===== src/rtl/pwr_btn_debounce_pkg.sv =====
// Shared power-sequencing types and timing defaults for the front-panel button path.
// Defaults are also used by the sequencer timeouts, so change them here only.
package pwr_seq_pkg;

  typedef enum logic [1:0] {
    IDLE      = 2'd0,
    PRESSED   = 2'd1,
    LONG_HELD = 2'd2
  } btn_state_t;

  localparam int MS_CNT_W              = 13;
  localparam int DEFAULT_DEBOUNCE_MS   = 16;
  localparam int DEFAULT_LONG_PRESS_MS = 4000;

endpackage


===== src/rtl/pwr_btn_debounce_if.sv =====
// Button conditioning bus: tick and raw pin in, debounced level and press strobes out.
// master drives the inputs (board/bench side), slave is the conditioning block.
interface pwr_btn_debounce_if;
  import pwr_seq_pkg::*;

  logic tick_1ms;
  logic btn_raw_n;
  logic btn_db_n;
  logic press_n;
  logic long_press;
  logic short_release;
  logic hold_active;

  modport master (
    output tick_1ms, btn_raw_n,
    input  btn_db_n, press_n, long_press, short_release, hold_active
  );

  modport slave (
    input  tick_1ms, btn_raw_n,
    output btn_db_n, press_n, long_press, short_release, hold_active
  );

endinterface


===== src/rtl/pwr_btn_debounce_filter.sv =====
// 2-flop synchroniser plus ms-tick stability filter; the level only moves after
// DEBOUNCE_MS consecutive ticks of disagreement. Also used for reset and intrusion inputs.
module debounce_filter
  import pwr_seq_pkg::*;
#(
  parameter int DEBOUNCE_MS = DEFAULT_DEBOUNCE_MS
) (
  input  logic clk,
  input  logic rst_n,
  input  logic tick_1ms,
  input  logic btn_raw_n,
  output logic btn_db_n
);

  localparam logic [7:0] STABLE_LAST = 8'(DEBOUNCE_MS - 1);

  logic       sync_q;
  logic       sync_n;
  logic [7:0] stable_cnt;

  always_ff @(posedge clk or negedge rst_n) begin
    if (!rst_n) begin
      sync_q     <= 1'b1;
      sync_n     <= 1'b1;
      btn_db_n   <= 1'b1;
      stable_cnt <= '0;
    end else begin
      sync_q <= btn_raw_n;
      sync_n <= sync_q;
      // Mismatch is judged on the current sync_n, so a tick arriving with the edge counts.
      if (sync_n == btn_db_n) begin
        stable_cnt <= '0;
      end else if (tick_1ms) begin
        if (stable_cnt == STABLE_LAST) begin
          btn_db_n   <= sync_n;
          stable_cnt <= '0;
        end else begin
          stable_cnt <= stable_cnt + 8'd1;
        end
      end
    end
  end

endmodule


===== src/rtl/pwr_btn_debounce.sv =====
// Power button front end: debounce, short/long press classification, press strobe
// for the power-sequence one-shot and long-press flag for forced power-off.
module pwr_btn_debounce
  import pwr_seq_pkg::*;
#(
  parameter int DEBOUNCE_MS   = DEFAULT_DEBOUNCE_MS,
  parameter int LONG_PRESS_MS = DEFAULT_LONG_PRESS_MS,
  parameter int CNT_W         = MS_CNT_W
) (
  input logic               clk,
  input logic               rst_n,
  pwr_btn_debounce_if.slave bus
);

  localparam logic [CNT_W-1:0] LONG_LAST = CNT_W'(LONG_PRESS_MS - 1);

  logic             db_n;
  logic             db_prev;
  btn_state_t       state;
  btn_state_t       state_nxt;
  logic [CNT_W-1:0] hold_cnt;
  logic             press_n_q;
  logic             long_press_q;
  logic             short_release_q;
  logic             hold_active_q;

  debounce_filter #(
    .DEBOUNCE_MS(DEBOUNCE_MS)
  ) u_filter (
    .clk      (clk),
    .rst_n    (rst_n),
    .tick_1ms (bus.tick_1ms),
    .btn_raw_n(bus.btn_raw_n),
    .btn_db_n (db_n)
  );

  // Release is tested before the long threshold so a coincident release stays short.
  always_comb begin
    state_nxt = state;
    case (state)
      IDLE:      if (db_prev && !db_n) state_nxt = PRESSED;
      PRESSED: begin
        if (db_n)                                 state_nxt = IDLE;
        else if (bus.tick_1ms && hold_cnt == LONG_LAST) state_nxt = LONG_HELD;
      end
      LONG_HELD: if (db_n) state_nxt = IDLE;
      default:   state_nxt = IDLE;
    endcase
  end

  always_ff @(posedge clk or negedge rst_n) begin
    if (!rst_n) begin
      db_prev         <= 1'b1;
      state           <= IDLE;
      hold_cnt        <= '0;
      press_n_q       <= 1'b1;
      long_press_q    <= 1'b0;
      short_release_q <= 1'b0;
      hold_active_q   <= 1'b0;
    end else begin
      db_prev         <= db_n;
      state           <= state_nxt;
      hold_active_q   <= (state_nxt != IDLE);
      press_n_q       <= !(state == IDLE && state_nxt == PRESSED);
      long_press_q    <= (state == PRESSED && state_nxt == LONG_HELD);
      short_release_q <= (state == PRESSED && state_nxt == IDLE);
      // Counter only runs in PRESSED, so it freezes once LONG_HELD is reached.
      if (state == IDLE)
        hold_cnt <= '0;
      else if (state == PRESSED && bus.tick_1ms)
        hold_cnt <= hold_cnt + CNT_W'(1);
    end
  end

  assign bus.btn_db_n      = db_n;
  assign bus.press_n       = press_n_q;
  assign bus.long_press    = long_press_q;
  assign bus.short_release = short_release_q;
  assign bus.hold_active   = hold_active_q;

endmodule


===== src/flat_wrapper.sv =====
// flat-port wrapper written by rule: the top's interface ports become plain ports
module pwr_btn_debounce_flat import pwr_seq_pkg::*;
#(
  parameter int DEBOUNCE_MS   = DEFAULT_DEBOUNCE_MS,
  parameter int LONG_PRESS_MS = DEFAULT_LONG_PRESS_MS,
  parameter int CNT_W         = MS_CNT_W
)
  (clk, rst_n, bus_tick_1ms, bus_btn_raw_n, bus_btn_db_n, bus_press_n, bus_long_press, bus_short_release, bus_hold_active);
  pwr_btn_debounce_if bus_i ();
  input logic clk;
  input logic rst_n;
  input wire logic [$bits(bus_i.tick_1ms)-1:0] bus_tick_1ms;
  input wire logic [$bits(bus_i.btn_raw_n)-1:0] bus_btn_raw_n;
  output wire logic [$bits(bus_i.btn_db_n)-1:0] bus_btn_db_n;
  output wire logic [$bits(bus_i.press_n)-1:0] bus_press_n;
  output wire logic [$bits(bus_i.long_press)-1:0] bus_long_press;
  output wire logic [$bits(bus_i.short_release)-1:0] bus_short_release;
  output wire logic [$bits(bus_i.hold_active)-1:0] bus_hold_active;
  assign bus_i.tick_1ms = bus_tick_1ms;
  assign bus_i.btn_raw_n = bus_btn_raw_n;
  assign bus_btn_db_n = bus_i.btn_db_n;
  assign bus_press_n = bus_i.press_n;
  assign bus_long_press = bus_i.long_press;
  assign bus_short_release = bus_i.short_release;
  assign bus_hold_active = bus_i.hold_active;
  pwr_btn_debounce #(.DEBOUNCE_MS(DEBOUNCE_MS), .LONG_PRESS_MS(LONG_PRESS_MS), .CNT_W(CNT_W)) u_core (.clk(clk), .rst_n(rst_n), .bus(bus_i));
endmodule

===== config.mk =====
export PLATFORM = sky130hd
export DESIGN_NAME = pwr_btn_debounce_flat
export DESIGN_NICKNAME = d
export VERILOG_FILES = /design/src/rtl/pwr_btn_debounce_pkg.sv /design/src/rtl/pwr_btn_debounce_if.sv /design/src/rtl/pwr_btn_debounce_filter.sv /design/src/rtl/pwr_btn_debounce.sv /design/src/flat_wrapper.sv
export SDC_FILE = /design/constraint.sdc
export NUM_CORES = 1
export LEC_CHECK = 0
export CAP_MARGIN = 20
export CORE_MARGIN = 2
export CORE_UTILIZATION = 25
export DETAILED_ROUTE_END_ITERATION = 8
export MAX_ROUTING_LAYER = met4
export PLACE_DENSITY = 0.37
export SLEW_MARGIN = 20
export SYNTH_ARGS = -nofsm -noshare
export SYNTH_HDL_FRONTEND = slang
export SYNTH_SLANG_ARGS = --single-unit

===== constraint.sdc =====
create_clock -name clk -period 1.9 [get_ports clk]
set_input_delay 0.38 -clock clk [delete_from_list [all_inputs] [get_ports clk]]
set_output_delay 0.38 -clock clk [all_outputs]
set_load 0.03 [all_outputs]

## Word-level counts from Yosys, hierarchy flattened

Cells that the tools add are included.

| operators by class | value |
|---|---|
| reductions and logical operators | 14 |
| bitwise operators | 1 |
| equality and inequality tests | 7 |
| $add $sub $neg | 2 |
| muxes and demuxes | 10 |

Operator list:

| cell | count |
|---|---|
| 2-to-1 mux 13 bit | 2 |
| 2-to-1 mux 8 bit | 3 |
| adder 13 x 1 -> 13 bit (second input constant) | 1 |
| equality test 13 x 12 -> 1 bit (second input constant) | 1 |
| adder 8 x 1 -> 8 bit (second input constant) | 1 |
| equality test 8 x 4 -> 1 bit (second input constant) | 1 |
| 2-to-1 mux 2 bit | 4 |
| logical AND 1 bit | 6 |
| one-hot mux 2 bit (3 select lines) | 1 |
| nonzero test 2 bit | 3 |
| equality test 2 x 1 -> 1 bit (second input constant) | 2 |
| equality test 2 bit (second input constant) | 2 |
| zero test 2 bit | 2 |
| AND reduction 3 bit | 1 |
| zero test 1 bit | 2 |
| equality test 1 bit | 1 |
| NOT 1 bit | 1 |

| word-level totals | value |
|---|---|
| flip-flop bits (word level) | 31 |
| word-level logic and storage cells | 45 |

## Depth between registers and ports, before layout

Gate-level depths: netlist of the first run.

| depth | value |
|---|---|
| depth in word-level cells | 8 |
| mapped depth | 4 |
| depth with buffers taken out | 4 |

## Modules after synthesis

From an unflattened synthesis of the first run, not the netlist that was laid out.

| unflattened totals | value |
|---|---|
| cells, all modules | 158 |
| area, all modules | 1586.5 sq um |

By module, submodules not included:

| module | cells each | area each (sq um) | times used |
|---|---|---|---|
| pwr_btn_debounce | 106 | 1032.2 | 1 |
| debounce_filter | 52 | 554.3 | 1 |

## Worst setup path after synthesis of the first run

No wires, ideal clock.

| path | value |
|---|---|
| path type | register to register |
| start | register u_core.u_filter.btn_db_n |
| end | register u_core.u_filter.stable_cnt[7] |
| required time | 1.780 ns |
| path slack | 0.397 ns |
| arrival time | 1.382 ns |
| path buffers | 1 |
| stages on the path, launching flop included | 5 |
| cell sequence | dfstp_2 > clkbuf_2 > xnor2_1 > nor2_1 > a41o_1 |

| between the ends | value |
|---|---|
| longest elaborated chain between the ends | 2 |
| elaborated cells on any way between the ends | 3 |

RTL lines:

| element | RTL line | text |
|---|---|---|
| start, declared | pwr_btn_debounce_filter.sv:12 | `output logic btn_db_n` |
| start signal, assigned | pwr_btn_debounce_filter.sv:35 | `btn_db_n <= sync_n;` |
| equality test 1 bit * | pwr_btn_debounce_filter.sv:31 | `if (sync_n == btn_db_n) begin` |
| 2-to-1 mux 8 bit or nonzero test 2 bit (tied branches) | - |  |
| end signal, assigned | pwr_btn_debounce_filter.sv:38 | `stable_cnt <= stable_cnt + 8'd1;` |
| end, declared | pwr_btn_debounce_filter.sv:19 | `logic [7:0] stable_cnt;` |

Mark *: on every way between the ends. The rest lies on a longest branch, timed or not.
A chain may end at the register's enable or synchronous reset.

## Worst setup path in the final report of the first run

| path | value |
|---|---|
| start | register u_core.press_n_q (netlist: u_core.bus.press_n) |
| end | output bus_press_n |

RTL lines:

| element | RTL line | text |
|---|---|---|
| start, declared | pwr_btn_debounce.sv:22 | `logic press_n_q;` |
| start signal, assigned | pwr_btn_debounce.sv:64 | `press_n_q <= !(state == IDLE && state_nxt == PRESSED);` |
| end, declared | flat_wrapper.sv:15 | `output wire logic [$bits(bus_i.press_n)-1:0] bus_press_n;` |

No word-level cell between the ends.

==> metrics.txt, run 1 <==
# TYPE chip_impl_metric gauge
chip_impl_metric{name="post_synth_num_cell_types",unit=""} 46
chip_impl_metric{name="report.final.hold_viol_count",unit=""} 0
chip_impl_info{name="cp-end-kind",value="output pin"} 1
chip_impl_metric{name="setup_viol",unit=""} 0
chip_impl_metric{name="route.detailed.wl_per_inst",unit="um"} 13.8
chip_impl_info{name="synth_top_cells_by_count",value="sky130_fd_sc_hd__dfrtp_1 (26), sky130_fd_sc_hd__nand2_1 (13), sky130_fd_sc_hd__nor2_1 (9)"} 1
chip_impl_metric{name="power_report.internal_total",unit="mW"} 1.16
chip_impl_metric{name="grt_first_pass_wirelength",unit="um"} 6090
chip_impl_metric{name="finalWeightedCongestion",unit=""} 0.767
chip_impl_metric{name="worst_pin_slew",unit="ns"} 0.407
chip_impl_metric{name="place.port_buffers",unit=""} 8
chip_impl_metric{name="layout.cell_area.non_filler",unit="um^2"} 1850
chip_impl_metric{name="clkSlewWorstSetupHoldPaths",unit="ns"} 0.07
chip_impl_metric{name="synthesis.nets",unit=""} 151
chip_impl_metric{name="netSwitchingFraction",unit="%"} 31.4
chip_impl_metric{name="synth_edf_count",unit=""} 0
chip_impl_metric{name="synth_cells",unit=""} 145
chip_impl_metric{name="largest_net_degree_at_the_start_of_global_routing",unit=""} 32
chip_impl_metric{name="totalWireLength",unit="um"} 3320
chip_impl_metric{name="cellPowerDensity",unit="nW/um^2"} 913
chip_impl_metric{name="area_growth_syn_to_layout",unit="%"} 20.0
chip_impl_metric{name="grt_pass1_vias",unit=""} 1256
chip_impl_metric{name="cts_buffers",unit=""} 5
chip_impl_metric{name="design.core.area",unit="um^2"} 5960
chip_impl_metric{name="routed_via_density",unit=""} 5.06
chip_impl_metric{name="finalClockSkew",unit="ns"} 0.00844
chip_impl_metric{name="pwr-share-seq",unit="%"} 53.0
chip_impl_metric{name="cts_setup_buffers",unit=""} 0
chip_impl_metric{name="drtPass1Iterations",unit=""} 5
chip_impl_metric{name="post-route-worst-setup-slack",unit="ns"} 0.0732
chip_impl_metric{name="power.switching",unit="uW"} 531
chip_impl_metric{name="timing.hold.ws",unit="ns"} 0.357
chip_impl_metric{name="grt_usage",unit="%"} 12.2
chip_impl_metric{name="detailed_place_hpwl",unit="um"} 2350
chip_impl_metric{name="post_cts_hold_buffer_count",unit=""} 0
chip_impl_metric{name="cell_area_after_placement",unit="um^2"} 1770
chip_impl_info{name="run_status",value="complete, no violations"} 1
chip_impl_metric{name="worst_voltage_drop_across_the_vdd_grid",unit="mV"} 0.250
chip_impl_metric{name="total_power",unit="mW"} 1.69
chip_impl_metric{name="share_of_post_route_cells_with_drive_strength_above_1",unit="%"} 18.1
chip_impl_metric{name="async_flop_share",unit="%"} 100
chip_impl_metric{name="timing.final.crit_period",unit="ns"} 1.83
chip_impl_metric{name="synth_seq_cells",unit=""} 31
chip_impl_metric{name="critical_path_peak_fanout",unit=""} 1
chip_impl_metric{name="post_synth.cell_area_avg",unit="um^2"} 10.6
chip_impl_info{name="critical_path.cell_chain",value="clkdlybuf4s50_1"} 1
chip_impl_metric{name="floorplan.initialDensity",unit="%"} 25.9
chip_impl_info{name="hold_path_class",value="flip-flop to flip-flop"} 1
chip_impl_metric{name="floorplan_die_width",unit="um"} 82.5
chip_impl_metric{name="htree_depth",unit=""} 2
chip_impl_metric{name="worst_slew_margin",unit="%"} 72.9
chip_impl_metric{name="max_clock_freq",unit="MHz"} 547
chip_impl_info{name="synth_most_common_cell",value="sky130_fd_sc_hd__dfrtp_1"} 1
chip_impl_metric{name="final_max_slew_viol_count",unit=""} 0
chip_impl_metric{name="power_frac_comb",unit="%"} 17.2
chip_impl_metric{name="fin_tns_setup",unit="ns"} 0
chip_impl_metric{name="antenna_found_initial",unit=""} 0
chip_impl_metric{name="drv.max_cap_violation_count",unit=""} 0
chip_impl_metric{name="detailedRoute.firstIterationViolations",unit=""} 98
chip_impl_metric{name="critPathRequiredTime",unit="ns"} 1.52
chip_impl_metric{name="worst-path-buf-inv",unit=""} 1
chip_impl_metric{name="netlist_area",unit="um^2"} 1540
chip_impl_metric{name="synthesis.yosys.warnings",unit=""} 0
chip_impl_metric{name="floorplan.rows",unit=""} 28
chip_impl_metric{name="timing.critical_path.slowest_cell_delay",unit="ns"} 0.65
chip_impl_metric{name="dieArea",unit="um^2"} 6810
chip_impl_metric{name="post_cts_resize_count",unit=""} 0
chip_impl_info{name="rsz0062_at_grt",value="no"} 1
chip_impl_info{name="postSynth.topFlopCell",value="sky130_fd_sc_hd__dfrtp_1"} 1
chip_impl_info{name="synth_top_cells_by_area",value="sky130_fd_sc_hd__dfrtp_1 (42%), sky130_fd_sc_hd__dfstp_2 (8.5%), sky130_fd_sc_hd__mux2i_1 (4.5%)"} 1
chip_impl_metric{name="global_route.overflow_total",unit=""} 0
chip_impl_info{name="critical-path-top-delay-family",value="buffers and inverters"} 1
chip_impl_metric{name="worst_ep_arrival_time",unit="ns"} 1.45
chip_impl_metric{name="cts.sinks",unit=""} 31
chip_impl_info{name="cts_tree",value="done"} 1
chip_impl_info{name="synthDominantAreaCellType",value="sky130_fd_sc_hd__dfrtp_1"} 1
chip_impl_metric{name="synth-seq-area-share",unit="%"} 50.7
chip_impl_metric{name="final.period_utilization",unit="%"} 96.1
chip_impl_info{name="cts-root-buf",value="sky130_fd_sc_hd__clkbuf_8"} 1
chip_impl_metric{name="via_count",unit=""} 1219
chip_impl_metric{name="remaining_antenna_violation_count_after_routing",unit=""} 0
chip_impl_metric{name="num_io_pins",unit=""} 9
chip_impl_metric{name="design.final.nets",unit=""} 171
chip_impl_metric{name="cts-root-to-sink-buffers",unit=""} 2
chip_impl_info{name="critPathLaunchType",value="flip-flop"} 1
chip_impl_metric{name="synth.top_cell.area_share",unit="%"} 42.2
chip_impl_info{name="cp_slowest_cell",value="sky130_fd_sc_hd__clkdlybuf4s50_1"} 1
chip_impl_metric{name="drc",unit=""} 0
chip_impl_metric{name="insertedDiodeCount",unit=""} 0
chip_impl_metric{name="worstSkewPairLatency",unit="ns"} 0.28
chip_impl_metric{name="clockPowerShare",unit="%"} 29.8
chip_impl_info{name="critPathKind",value="flip-flop to output pin"} 1
chip_impl_metric{name="leakagePower",unit="nW"} 0.831
chip_impl_metric{name="die_height",unit="um"} 82.5
chip_impl_metric{name="placement.setup.worst_slack",unit="ns"} -0.0235
## sequential cells by signal (all words and copies together) (netlist names)
signal                      flops
u_core.hold_cnt                13
u_core.u_filter.stable_cnt      8
u_core.state                    2
u_core.bus.hold_active          1
u_core.bus.long_press           1
u_core.bus.press_n              1
u_core.bus.short_release        1
u_core.db_prev                  1
u_core.u_filter.btn_db_n        1
u_core.u_filter.sync_n          1
u_core.u_filter.sync_q          1
## cell type report
cell class	instances	area, um^2
timing repair buffer	19	165
clock buffer	7	76.3
fill	631	4110
multi-input combinational	104	713
inverter	4	15.0
sequential	31	782
clock inverter	1	5.00
tap	75	93.8
## routing by layer
layer | track usage, % | vias to the layer above | part of all wire [%]
li1 | - | 589 | -
met1 | 16.1 | 592 | 48
met2 | 17.8 | 33 | 45
met3 | 3.59 | 5 | 5.9
met4 | 4.43 | 0 | 1.4
met5 | - | - | 0
## per-stage QoR
stage	std cells	utilization, %
after floorplan	145	-
after global placement	233	29.7
after detailed placement	233	29.7
after CTS	241	31.0
after global routing	241	31.1
final	241	31.1
## worst paths after layout
path	from	endpoint	slack [ns]	depth (start not counted)
hold / removal	u_core.u_filter.sync_q	u_core.u_filter.sync_n	0.36	0
max in group asynchronous	rst_n	u_core.u_filter.btn_db_n	1.08	2
setup reg to reg	u_core.hold_cnt[0]	u_core.hold_cnt[12]	0.35	4
min in group asynchronous	rst_n	u_core.u_filter.stable_cnt[7]	0.49	2
hold reg to reg	u_core.u_filter.sync_q	u_core.u_filter.sync_n	0.36	0
setup / recovery	u_core.bus.press_n	bus_press_n	0.07	1
## power groups by stage
stage / sequential, mW / clock [mW] / combinational, mW
after detailed placement: 0.902 / 0 / 0.296
after global placement: 0.903 / 0 / 0.290
final: 0.895 / 0.504 / 0.290
after floorplan: 0.843 / 0 / 0.250
after global routing: 0.915 / 0.556 / 0.342
after CTS: 0.891 / 0.519 / 0.296
## cells by family (layout without fill, tap and decap cells)
group	Yosys count	count (layout)	synth area share, %
adders and majority gates	2	2	1.62
xor gates and xnor gates	2	2	1.14
DFF	31	31	50.7
AOI/OAI and AO/OA	26	26	12.4
muxes	11	11	7.47
and+or+nand+nor	63	63	23.6
buffers and inverters	10	31	3.00
## cell usage in the layout (no fill, tap or decap), types with 3 or more instances in the layout
cell	synthesis	final
sky130_fd_sc_hd__dfrtp_1	26	26
sky130_fd_sc_hd__nand2_1	13	13
sky130_fd_sc_hd__buf_4	2	11
sky130_fd_sc_hd__nor2_1	9	9
sky130_fd_sc_hd__mux2i_1	7	7
sky130_fd_sc_hd__clkdlybuf4s50_1	0	7
sky130_fd_sc_hd__nand4_1	6	6
sky130_fd_sc_hd__a22o_1	5	5
sky130_fd_sc_hd__clkbuf_8	0	5
sky130_fd_sc_hd__dfstp_2	5	5
sky130_fd_sc_hd__nor4_1	4	4
sky130_fd_sc_hd__inv_1	4	4
sky130_fd_sc_hd__a21oi_1	4	4
sky130_fd_sc_hd__and3_1	4	4
sky130_fd_sc_hd__nand3_1	4	4
sky130_fd_sc_hd__mux2_2	4	4
sky130_fd_sc_hd__o21ai_0	3	3
sky130_fd_sc_hd__or4_1	3	3
sky130_fd_sc_hd__or3_1	3	3
(Power assumes the default switching activity.)
==> inputs of run 2 (changes only) <==
--- a/config.mk
+++ b/config.mk
@@ -11,6 +11,7 @@
 export DETAILED_ROUTE_END_ITERATION = 8
 export MAX_ROUTING_LAYER = met4
 export PLACE_DENSITY = 0.37
+export SKIP_CTS_REPAIR_TIMING = 1
 export SLEW_MARGIN = 20
 export SYNTH_ARGS = -nofsm -noshare
 export SYNTH_HDL_FRONTEND = slang
==> constraint.sdc (replaced) <==
create_clock -name clk -period 1.9 [get_ports clk]
set_input_delay 0.38 -clock clk [delete_from_list [all_inputs] [get_ports clk]]
set_output_delay 0.38 -clock clk [all_outputs]
set_load 0.005 [all_outputs]
==> metrics.txt, run 2 (synthesized netlist as in run 1, its figures left out) <==
# TYPE chip_impl_metric gauge
chip_impl_metric{name="worstSkewPairLatency",unit="ns"} 0.28
chip_impl_metric{name="insertedDiodeCount",unit=""} 0
chip_impl_metric{name="grt_pass1_vias",unit=""} 1115
chip_impl_metric{name="route.detailed.wl_per_inst",unit="um"} 13.6
chip_impl_metric{name="design.core.area",unit="um^2"} 5960
chip_impl_metric{name="drtPass1Iterations",unit=""} 4
chip_impl_metric{name="finalClockSkew",unit="ns"} 0.00665
chip_impl_metric{name="dieArea",unit="um^2"} 6810
chip_impl_metric{name="drc",unit=""} 0
chip_impl_metric{name="critical_path_peak_fanout",unit=""} 2
chip_impl_metric{name="wl_met2",unit="um"} 1360
chip_impl_metric{name="largest_net_degree_at_the_start_of_global_routing",unit=""} 32
chip_impl_metric{name="worst-path-buf-inv",unit=""} 1
chip_impl_info{name="most_common_cell_after_layout_fill_and_taps_aside",value="sky130_fd_sc_hd__dfrtp_1"} 1
chip_impl_metric{name="register_area",unit="um^2"} 782
chip_impl_metric{name="remaining_antenna_violation_count_after_routing",unit=""} 0
chip_impl_metric{name="numPlacedInstances",unit=""} 234
chip_impl_metric{name="global_route.overflow_total",unit=""} 0
chip_impl_metric{name="die_height",unit="um"} 82.5
chip_impl_metric{name="report.final.hold_viol_count",unit=""} 0
chip_impl_metric{name="floorplan.initialDensity",unit="%"} 25.9
chip_impl_metric{name="fin_tns_setup",unit="ns"} 0
chip_impl_metric{name="ff2ff_setup_slack",unit="ns"} 0.33
chip_impl_info{name="timing.rr.end",value="u_core.u_filter.btn_db_n"} 1
chip_impl_metric{name="timing.final.crit_period",unit="ns"} 1.68
chip_impl_info{name="cts-root-buf",value="sky130_fd_sc_hd__clkbuf_8"} 1
chip_impl_info{name="holdCritStartpoint",value="u_core.u_filter.sync_q"} 1
chip_impl_metric{name="met3_wirelength",unit="um"} 175
chip_impl_metric{name="design.final.nets",unit=""} 172
chip_impl_info{name="layout_top_registers",value="u_core.hold_cnt: 13 flops, u_core.u_filter.stable_cnt: 8 flops, u_core.state: 2 flops"} 1
chip_impl_metric{name="final.period_utilization",unit="%"} 88.2
chip_impl_info{name="run_status",value="complete, no violations"} 1
chip_impl_metric{name="grt_usage",unit="%"} 11.6
chip_impl_info{name="critPathKind",value="flip-flop to output pin"} 1
chip_impl_metric{name="cts-root-to-sink-buffers",unit=""} 2
chip_impl_metric{name="leakagePower",unit="nW"} 0.817
chip_impl_info{name="critical-path-top-delay-family",value="flip-flops"} 1
chip_impl_info{name="rsz0062_at_grt",value="no"} 1
chip_impl_info{name="critPathLaunchType",value="flip-flop"} 1
chip_impl_info{name="top_register_by_number_of_flip_flops",value="u_core.hold_cnt"} 1
chip_impl_metric{name="detailedRoute.firstIterationViolations",unit=""} 95
chip_impl_metric{name="num_io_pins",unit=""} 9
chip_impl_metric{name="htree_depth",unit=""} 2
chip_impl_metric{name="worst_voltage_drop_across_the_vdd_grid",unit="mV"} 0.309
chip_impl_metric{name="final_max_slew_viol_count",unit=""} 0
chip_impl_metric{name="hold-path-cell-count",unit=""} 0
chip_impl_info{name="hold_path_class",value="flip-flop to flip-flop"} 1
chip_impl_metric{name="cts_buffers",unit=""} 5
chip_impl_info{name="cts_tree",value="done"} 1
chip_impl_metric{name="timing.hold.ws",unit="ns"} 0.357
chip_impl_metric{name="detailed_place_hpwl",unit="um"} 2280
chip_impl_metric{name="finalWeightedCongestion",unit=""} 0.770
chip_impl_info{name="critical_path.cell_chain",value="clkdlybuf4s50_1"} 1
chip_impl_metric{name="worst_r2r_path_depth",unit=""} 3
chip_impl_info{name="r2r_start",value="u_core.u_filter.stable_cnt[5]"} 1
chip_impl_metric{name="share_of_post_route_cells_with_drive_strength_above_1",unit="%"} 18.6
chip_impl_metric{name="cellPowerDensity",unit="nW/um^2"} 916
chip_impl_metric{name="largest_register_ffs",unit=""} 13
chip_impl_metric{name="routed_via_density",unit=""} 5.00
chip_impl_metric{name="critPathRequiredTime",unit="ns"} 1.52
chip_impl_metric{name="antenna_found_initial",unit=""} 0
chip_impl_metric{name="cts.sinks",unit=""} 31
chip_impl_info{name="cp_slowest_cell",value="sky130_fd_sc_hd__dfstp_2"} 1
chip_impl_metric{name="clkSlewWorstSetupHoldPaths",unit="ns"} 0.06
chip_impl_metric{name="area_growth_syn_to_layout",unit="%"} 20.4
chip_impl_metric{name="timing.critical_path.slowest_cell_delay",unit="ns"} 0.53
chip_impl_metric{name="grt_first_pass_wirelength",unit="um"} 5710
chip_impl_metric{name="worst_pin_slew",unit="ns"} 0.417
chip_impl_metric{name="final_cells",unit=""} 242
chip_impl_metric{name="floorplan.rows",unit=""} 28
chip_impl_metric{name="floorplan_die_width",unit="um"} 82.5
chip_impl_metric{name="routedLengthMet1",unit="um"} 1730
chip_impl_metric{name="drv.max_cap_violation_count",unit=""} 0
chip_impl_metric{name="setup_viol",unit=""} 0
chip_impl_metric{name="via_count",unit=""} 1209
chip_impl_metric{name="worst_ep_arrival_time",unit="ns"} 1.30
chip_impl_metric{name="num-fill-cells",unit=""} 641
chip_impl_info{name="hold_end",value="u_core.u_filter.sync_n"} 1
chip_impl_metric{name="multi_input_comb_area",unit="um^2"} 713
chip_impl_info{name="layout.cells.most_common_list",value="sky130_fd_sc_hd__dfrtp_1 (26), sky130_fd_sc_hd__nand2_1 (13), sky130_fd_sc_hd__buf_4 (12), sky130_fd_sc_hd__nor2_1 (9), sky130_fd_sc_hd__clkdlybuf4s50_1 (8)"} 1
chip_impl_info{name="maxUsedRoutingLayer",value="met4"} 1
chip_impl_metric{name="worst_slew_margin",unit="%"} 72.2
chip_impl_info{name="cp-end-kind",value="output pin"} 1
chip_impl_metric{name="place.port_buffers",unit=""} 8
chip_impl_metric{name="max_clock_freq",unit="MHz"} 597
chip_impl_metric{name="totalWireLength",unit="um"} 3300
==> run 2: cell count changes in the layout (fill, tap and decap cells not counted), sizes merged <==
cell	change
clkdlybuf4s50	+1
dlymetal6s2s	-1
buf	+1
==> run 2: power breakdown <==
group,internal (mW),switching (mW),total [mW]
combinational,0.164,0.154,0.318
sequential,0.749,0.133,0.883
clock,0.257,0.243,0.499
==> run 2: layer usage <==
layer | vias to the layer above | track usage, %
met4 | 0 | 4.59
met3 | 4 | 3.59
li1 | 586 | -
met1 | 592 | 17.0
met5 | - | -
met2 | 27 | 14.5
==> run 2: worst max-delay path by stage <==
stage                                        startpoint                        to  slack, ns  cells after the start
after floorplan           u_core.u_filter.stable_cnt[5]  u_core.u_filter.btn_db_n       0.50                      3
after global placement                     bus_tick_1ms       u_core.hold_cnt[12]      -0.05                      4
after detailed placement                   bus_tick_1ms       u_core.hold_cnt[12]      -0.10                      4
after CTS                      u_core.u_filter.btn_db_n              bus_btn_db_n       0.20                      1
after global routing                       bus_tick_1ms       u_core.hold_cnt[12]       0.16                      4
final                          u_core.u_filter.btn_db_n              bus_btn_db_n       0.22                      1
==> run 2: layout make-up <==
type	instances	area share [%]
flip-flops and latches	31	42.1
multi-input cells	104	38.4
clock buffers	7	4.11
repair buffers	20	9.17
clock inverters	1	0.270
inverters	4	0.809
well taps	75	5.06
==> run 2: through the flow <==
stage	util, %	total power [mW]	area, um^2	worst slack, ns
after floorplan	-	1.09	1540	0.500
after global placement	29.8	1.21	1770	-0.0478
after detailed placement	29.8	1.21	1770	-0.102
after CTS	31.2	1.72	1860	0.205
after global routing	31.2	1.83	1860	0.162
final	31.2	1.70	1860	0.224
==> run 2: worst reg2reg max path, delay by kind of cell (launching register included) <==
| kind | cells | cell delay, ns |
|---|---|---|
| DFF | 1 | 0.41 |
| and+or+nand+nor | 2 | 0.73 |
| muxes | 1 | 0.37 |
